--- src/rtl/prog_clock_divider_pkg.sv ---
// Shared constants and divisor helpers for the programmable clock divider.
package prog_clock_divider_pkg;

   localparam int unsigned MIN_DIV = 2;
   localparam int unsigned FN_W    = 32;

   // Smallest legal period is two cycles (one high, one low).
   function automatic logic [FN_W-1:0] clamp_div(input logic [FN_W-1:0] d);
      return (d < FN_W'(MIN_DIV)) ? FN_W'(MIN_DIV) : d;
   endfunction

   // ceil(d/2) without risk of overflow in the addition.
   function automatic logic [FN_W-1:0] half_up(input logic [FN_W-1:0] d);
      return (d >> 1) + FN_W'(d[0]);
   endfunction

endpackage

--- src/rtl/clock_divider_channel.sv ---
// One divider channel: period counter, duty compare and shadowed divisor reload.
module clock_divider_channel
   import prog_clock_divider_pkg::*;
#(
   parameter int unsigned WIDTH       = 16,
   parameter int unsigned DEFAULT_DIV = 20
) (
   input  logic             clk_in,
   input  logic             reset,
   input  logic             en,
   input  logic             wr_en,
   input  logic [WIDTH-1:0] wr_div,
   output logic             pending,
   output logic             clk_out,
   output logic             tick
);

   localparam logic [WIDTH-1:0] DEF_D = WIDTH'(DEFAULT_DIV);
   localparam logic [WIDTH-1:0] ONE   = WIDTH'(1);

   logic [WIDTH-1:0] div_act;
   logic [WIDTH-1:0] shadow;
   logic [WIDTH-1:0] cnt;
   logic [WIDTH-1:0] div_next;
   logic [WIDTH-1:0] cnt_inc;
   logic [WIDTH-1:0] half;
   logic [WIDTH-1:0] wr_clamped;
   logic             at_wrap;

   always_comb begin
      div_next   = pending ? shadow : div_act;
      cnt_inc    = cnt + ONE;
      at_wrap    = (cnt == (div_act - ONE));
      half       = WIDTH'(half_up(FN_W'(div_act)));
      wr_clamped = WIDTH'(clamp_div(FN_W'(wr_div)));
   end

   // A shadowed divisor only becomes active at a wrap or while the channel is idle.
   always_ff @(posedge clk_in) begin
      if (reset) begin
         div_act <= DEF_D;
         shadow  <= DEF_D;
         cnt     <= DEF_D - ONE;
         pending <= 1'b0;
         clk_out <= 1'b0;
         tick    <= 1'b0;
      end else begin
         if (!en) begin
            clk_out <= 1'b0;
            tick    <= 1'b0;
            div_act <= div_next;
            cnt     <= div_next - ONE;
            pending <= wr_en;
         end else if (at_wrap) begin
            cnt     <= '0;
            clk_out <= 1'b1;
            tick    <= 1'b1;
            div_act <= div_next;
            pending <= wr_en;
         end else begin
            cnt     <= cnt_inc;
            clk_out <= (cnt_inc < half);
            tick    <= 1'b0;
            pending <= pending | wr_en;
         end
         if (wr_en) begin
            shadow <= wr_clamped;
         end
      end
   end

endmodule

--- src/rtl/prog_clock_divider.sv ---
// Multi-channel programmable clock divider: config decode and ready mux around per-channel dividers.
module prog_clock_divider
   import prog_clock_divider_pkg::*;
#(
   parameter  int unsigned CHANNELS    = 4,
   parameter  int unsigned WIDTH       = 16,
   parameter  int unsigned DEFAULT_DIV = 20,
   localparam int unsigned CH_W        = (CHANNELS > 1) ? $clog2(CHANNELS) : 1
) (
   input  logic                clk_in,
   input  logic                reset,
   input  logic [CHANNELS-1:0] en,
   input  logic                cfg_valid,
   output logic                cfg_ready,
   input  logic [CH_W-1:0]     cfg_ch,
   input  logic [WIDTH-1:0]    cfg_div,
   output logic [CHANNELS-1:0] clk_out,
   output logic [CHANNELS-1:0] tick
);

   logic [CHANNELS-1:0] pending;
   logic [CHANNELS-1:0] wr_en;

   // Out-of-range channel indices see ready=1 and decode to no write strobe.
   always_comb begin
      cfg_ready = 1'b1;
      wr_en     = '0;
      for (int unsigned i = 0; i < CHANNELS; i++) begin
         if (cfg_ch == CH_W'(i)) begin
            cfg_ready = ~pending[i];
         end
      end
      for (int unsigned i = 0; i < CHANNELS; i++) begin
         wr_en[i] = cfg_valid & cfg_ready & (cfg_ch == CH_W'(i));
      end
   end

   for (genvar g = 0; g < CHANNELS; g++) begin : g_ch
      clock_divider_channel #(
         .WIDTH       (WIDTH),
         .DEFAULT_DIV (DEFAULT_DIV)
      ) u_ch (
         .clk_in  (clk_in),
         .reset   (reset),
         .en      (en[g]),
         .wr_en   (wr_en[g]),
         .wr_div  (cfg_div),
         .pending (pending[g]),
         .clk_out (clk_out[g]),
         .tick    (tick[g])
      );
   end

endmodule

--- config.mk ---
export PLATFORM = sky130hd
export DESIGN_NAME = prog_clock_divider
export DESIGN_NICKNAME = d
export VERILOG_FILES = /design/src/rtl/prog_clock_divider_pkg.sv /design/src/rtl/clock_divider_channel.sv /design/src/rtl/prog_clock_divider.sv
export SDC_FILE = /design/constraint.sdc
export NUM_CORES = 1
export LEC_CHECK = 0
export ABC_AREA = 1
export CORE_ASPECT_RATIO = 0.7
export CORE_UTILIZATION = 60
export DETAILED_ROUTE_END_ITERATION = 10
export HOLD_SLACK_MARGIN = 0.08
export MAX_ROUTING_LAYER = met4
export PLACE_DENSITY = 0.77
export RECOVER_POWER = 50
export SLEW_MARGIN = 20
export SYNTH_ARGS = -nofsm -noshare
export SYNTH_HDL_FRONTEND = slang
export SYNTH_SLANG_ARGS = --single-unit
--- constraint.sdc ---
create_clock -name clk_in -period 3.21 [get_ports clk_in]
set_input_delay 0.642 -clock clk_in [delete_from_list [all_inputs] [get_ports clk_in]]
set_output_delay 0.642 -clock clk_in [all_outputs]
set_load 0.05 [all_outputs]
==> results of run 1 <==
## logic make-up after synthesis
| family | Yosys count |
|---|---|
| compound gates | 359 |
| xor+xnor | 167 |
| fa+ha+maj | 80 |
| buf+inv | 441 |
| flops | 204 |
| simple gates | 1302 |
## through the flow
step                      TNS [ns]  std cells  area, um2  hold WS, ns
after floorplan                  0       2553      16110       0.4292
after global placement           0       2861      16480       0.4376
after detailed placement         0       2861      16480       0.4428
after CTS                        0       2902      17270       0.3635
after global routing      -0.04023       2902      17240       0.3756
final                            0       2902      17240       0.3691
## layout make-up
type                    instances  area [um2]  share of cell area
clock inverters                14       163.9            0.009506
repair buffers                 70       590.6             0.03425
flip-flops and latches        204        4084              0.2368
clock buffers                  27       620.6             0.03599
well taps                     357       446.7             0.02591
multi-input cells            1908       10130              0.5873
inverters                     322        1210             0.07017
## metal layers
metal  track usage  up-vias  share of wire
li1              -     8144              -
met3       0.04426       53          0.079
met4       0.06242        0          0.014
met5             -        -              0
met1        0.4968     7398           0.49
met2        0.4830      572           0.42
## state kept, by name (all words and copies together) (netlist names)
name and cells:
g_ch.u_ch.cnt 64, g_ch.u_ch.div_act 64, g_ch.u_ch.shadow 64, g_ch.u_ch.clk_out 4
g_ch.u_ch.pending 4, g_ch.u_ch.tick 4
## timing repair
item / CTS / global route
endpoints found under the setup margin: 0 / 3
hold buffers: 0 / 0
gates resized for setup: 0 / 7
endpoints found under the hold margin: 0 / 0
## placed cells by master (no fill, tap or decap), types with 8 or more instances in the layout
cell             netlist  routed
nand4_1               35      35
nand3b_1              18      18
nor2_1               285     288
nor3_2                 9      13
nand3_1              241     242
clkbuf_16              0      23
nand2_1              603     605
buf_4                 11      30
ha_1                  80      80
inv_1                310     311
o21ai_0              145     145
a21oi_1              158     158
nor2_4                 9       9
xnor2_1               41      41
inv_2                 11      10
o21ai_1               13      13
o211ai_1              13      13
nor4_1                 9       8
dfxtp_1              204     204
clkdlybuf4s50_1        0      23
nor2_2                26      23
nor3_1                38      34
dlygate4sd3_1          0       8
xor2_1               126     126
## path summary, 6_finish.rpt
| path | depth (start not counted) | end | slack, ns |
|---|---|---|---|
| setup / recovery | 5 | cfg_ready | 0.26 |
| hold / removal | 2 | g_ch[2].u_ch.cnt[12]$_SDFF_PP0_ | 0.37 |
| setup reg to reg | 15 | g_ch[3].u_ch.clk_out$_SDFF_PP0_ | 0.27 |
| hold reg to reg | 2 | g_ch[2].u_ch.shadow[3]$_SDFFE_PP0P_ | 0.45 |
## report_power, final
group / switching, mW / internal [mW]
Clock: 1.16 / 1.63
Sequential: 0.225 / 2.70
Combinational: 1.23 / 0.686
Total: 2.61 / 5.02
==> summary.md, run 1 <==
| Metric | Value |
|---|---|
| Status | complete, no violations |
| Actual slew at the worst max-slew pin | 0.8324 ns |
| Number of global-route vias before repair | 14.50k |
| Skew final | 0.02274 ns |
| Detail Route Antenna Nets | 0 |
| Final worst slack | approximately 0.26 ns |
| Drt wl/cell | around 15 um |
| Largest net degree at the start of global routing | 65 |
| Unrepaired setup endpoints after global routing | yes |
| Max-cap check violation count | 0 |
| Post-synthesis instance total | 2553 |
| Cell Area, Synth | 16110 um2 |
| Leak | around 8.0 nW |
| XOR/XNOR Fraction of Synth Area | 0.09079 |
| Final slew viol count | 0 |
| Worst path bufs/invs | 2 |
| Vias/cell | 5.571 |
| Synth unique cells | 52 |
| Total power | 7.628 mW |
| Post-synth top area share | 0.2535 |
| Clock period minus worst slack | 2.952 ns |
| Setup Fix Bufs, Post-CTS | 0 |
| Dpl ws | 0.2056 ns |
| Crit Path Category | reg2out |
| Worst min path class | in2reg |
| Core area | around 26000 um2 |
| CP Max Fanout | 19 |
| Synth Area per Inst | 6.310 um2 |
| Finished Core Util | 0.6633 |
| Maximum VDD drop | roughly 0.36 mV |
| DRT Wirelength | 44840 um |
| Worst-path clk slew | 0.07 ns |
| Synth top area cells | dfxtp_1, nand2_1, nand3_1 |
| First-pass iteration count of the detailed router | 5 |
| Crit-path cells | clkbuf_1 > nand2_1 > nand4_1 > o21ai_0 > buf_4 |
| Critical Path Slowest Stage Cell | dfxtp_1 |
| Syn Nets | 2658 |
| DRC violation count after routing | 0 |
| P per Cell Area | roughly 440 nW/um2 |
| Mux cell area share after synthesis | 0 |
| Top-count cell post-synth | nand2_1 |
| Clock Sink Count | 204 |
| Clk root buf | clkbuf_16 |
| Initial DRC Count | 1364 |
| GRT Total Usage | 0.3353 |
| Synthesized-area fraction occupied by and/or/nand/nor cells | 0.3573 |
| Initial antenna violation count | 0 |
| H-tree depth | 1 |
| Final setup viols | 0 |
| Die span in y | 139.1 um |
| # rows | 49 |
| Fillers | 2513 |
| Synth Area in Adders | 0.06213 |
| CP startpoint | g_ch[0].u_ch.pending$_SDFF_PP0_ |
| Critical path required time | 2.57 ns |
| Largest family of logic cells by synthesized area | simple AND/OR/NAND/NOR gates |
| Gr ovfl total | 0 |
| Final hold violations | 0 |
| Full die area | 27520 um2 |
| Post-synthesis compound-gate area fraction | 0.1186 |
| Fmax achieved | 338.8 MHz |
| Crit-path max cell delay | approximately 0.69 ns |
| DP HPWL | 34690 um |
| Register area share after synthesis | 0.2535 |
| # nets final | 2634 |
| Flops & latches, synth | about 200 |
| Io pins | 34 |
| Prevailing post-synth register cell | dfxtp_1 |
| Final cycle utilization of the critical path | 0.9196 |
| Share of cells above drive strength 1 | 0.05933 |
| Reg2reg start | g_ch[3].u_ch.div_act[0]$_SDFFE_PP0P_ |
| Area delta synth->final | 7.029% |
| Hold path startpoint | reset |
| CTS Buf Count | 23 |
| CP Capture Type | primary output |
| Synth top cells by count | nand2_1, inv_1, nor2_1 |
| CTS tree | done |
| WP data arrival | roughly 2.3 ns |
| EDFF count, synth | 0 |
| Top Family by Delay on Critical Path | buffers and inverters |
| Worst Setup Start Kind | register |
| Worst slew margin | 0.4451 |
| PortBufs | 33 |
| Inserted Diodes | 0 |
| Ys async rst share | 0 |
| Post-synth top area cell | dfxtp_1 |
| Warnings, synthesis | 0 |
| CTS max path bufs | 3 |
| Chip Width | 197.9 um |
| Total number of vias | roughly 16k |
| Clk Latency, worst-skew pair | 0.53 ns |
| Initial Util | 0.6198 |
| First-pass GRT wire length | 73350 um |
| RePlAce Congestion | 0.9560 |
No activity file was read; power rests on OpenSTA's default activity.
==> run 2: changes to the inputs <==
--- a/config.mk
+++ b/config.mk
@@ -8,12 +8,13 @@
 export ABC_AREA = 1
 export CORE_ASPECT_RATIO = 0.7
 export CORE_UTILIZATION = 60
+export CTS_CLUSTER_DIAMETER = 100
 export DETAILED_ROUTE_END_ITERATION = 10
 export HOLD_SLACK_MARGIN = 0.08
 export MAX_ROUTING_LAYER = met4
 export PLACE_DENSITY = 0.77
 export RECOVER_POWER = 50
-export SLEW_MARGIN = 20
+export SLEW_MARGIN = 25
 export SYNTH_ARGS = -nofsm -noshare
 export SYNTH_HDL_FRONTEND = slang
 export SYNTH_SLANG_ARGS = --single-unit
==> results of run 2 <==
No change in the layout: final DEF, timing and power equal those of run 1.
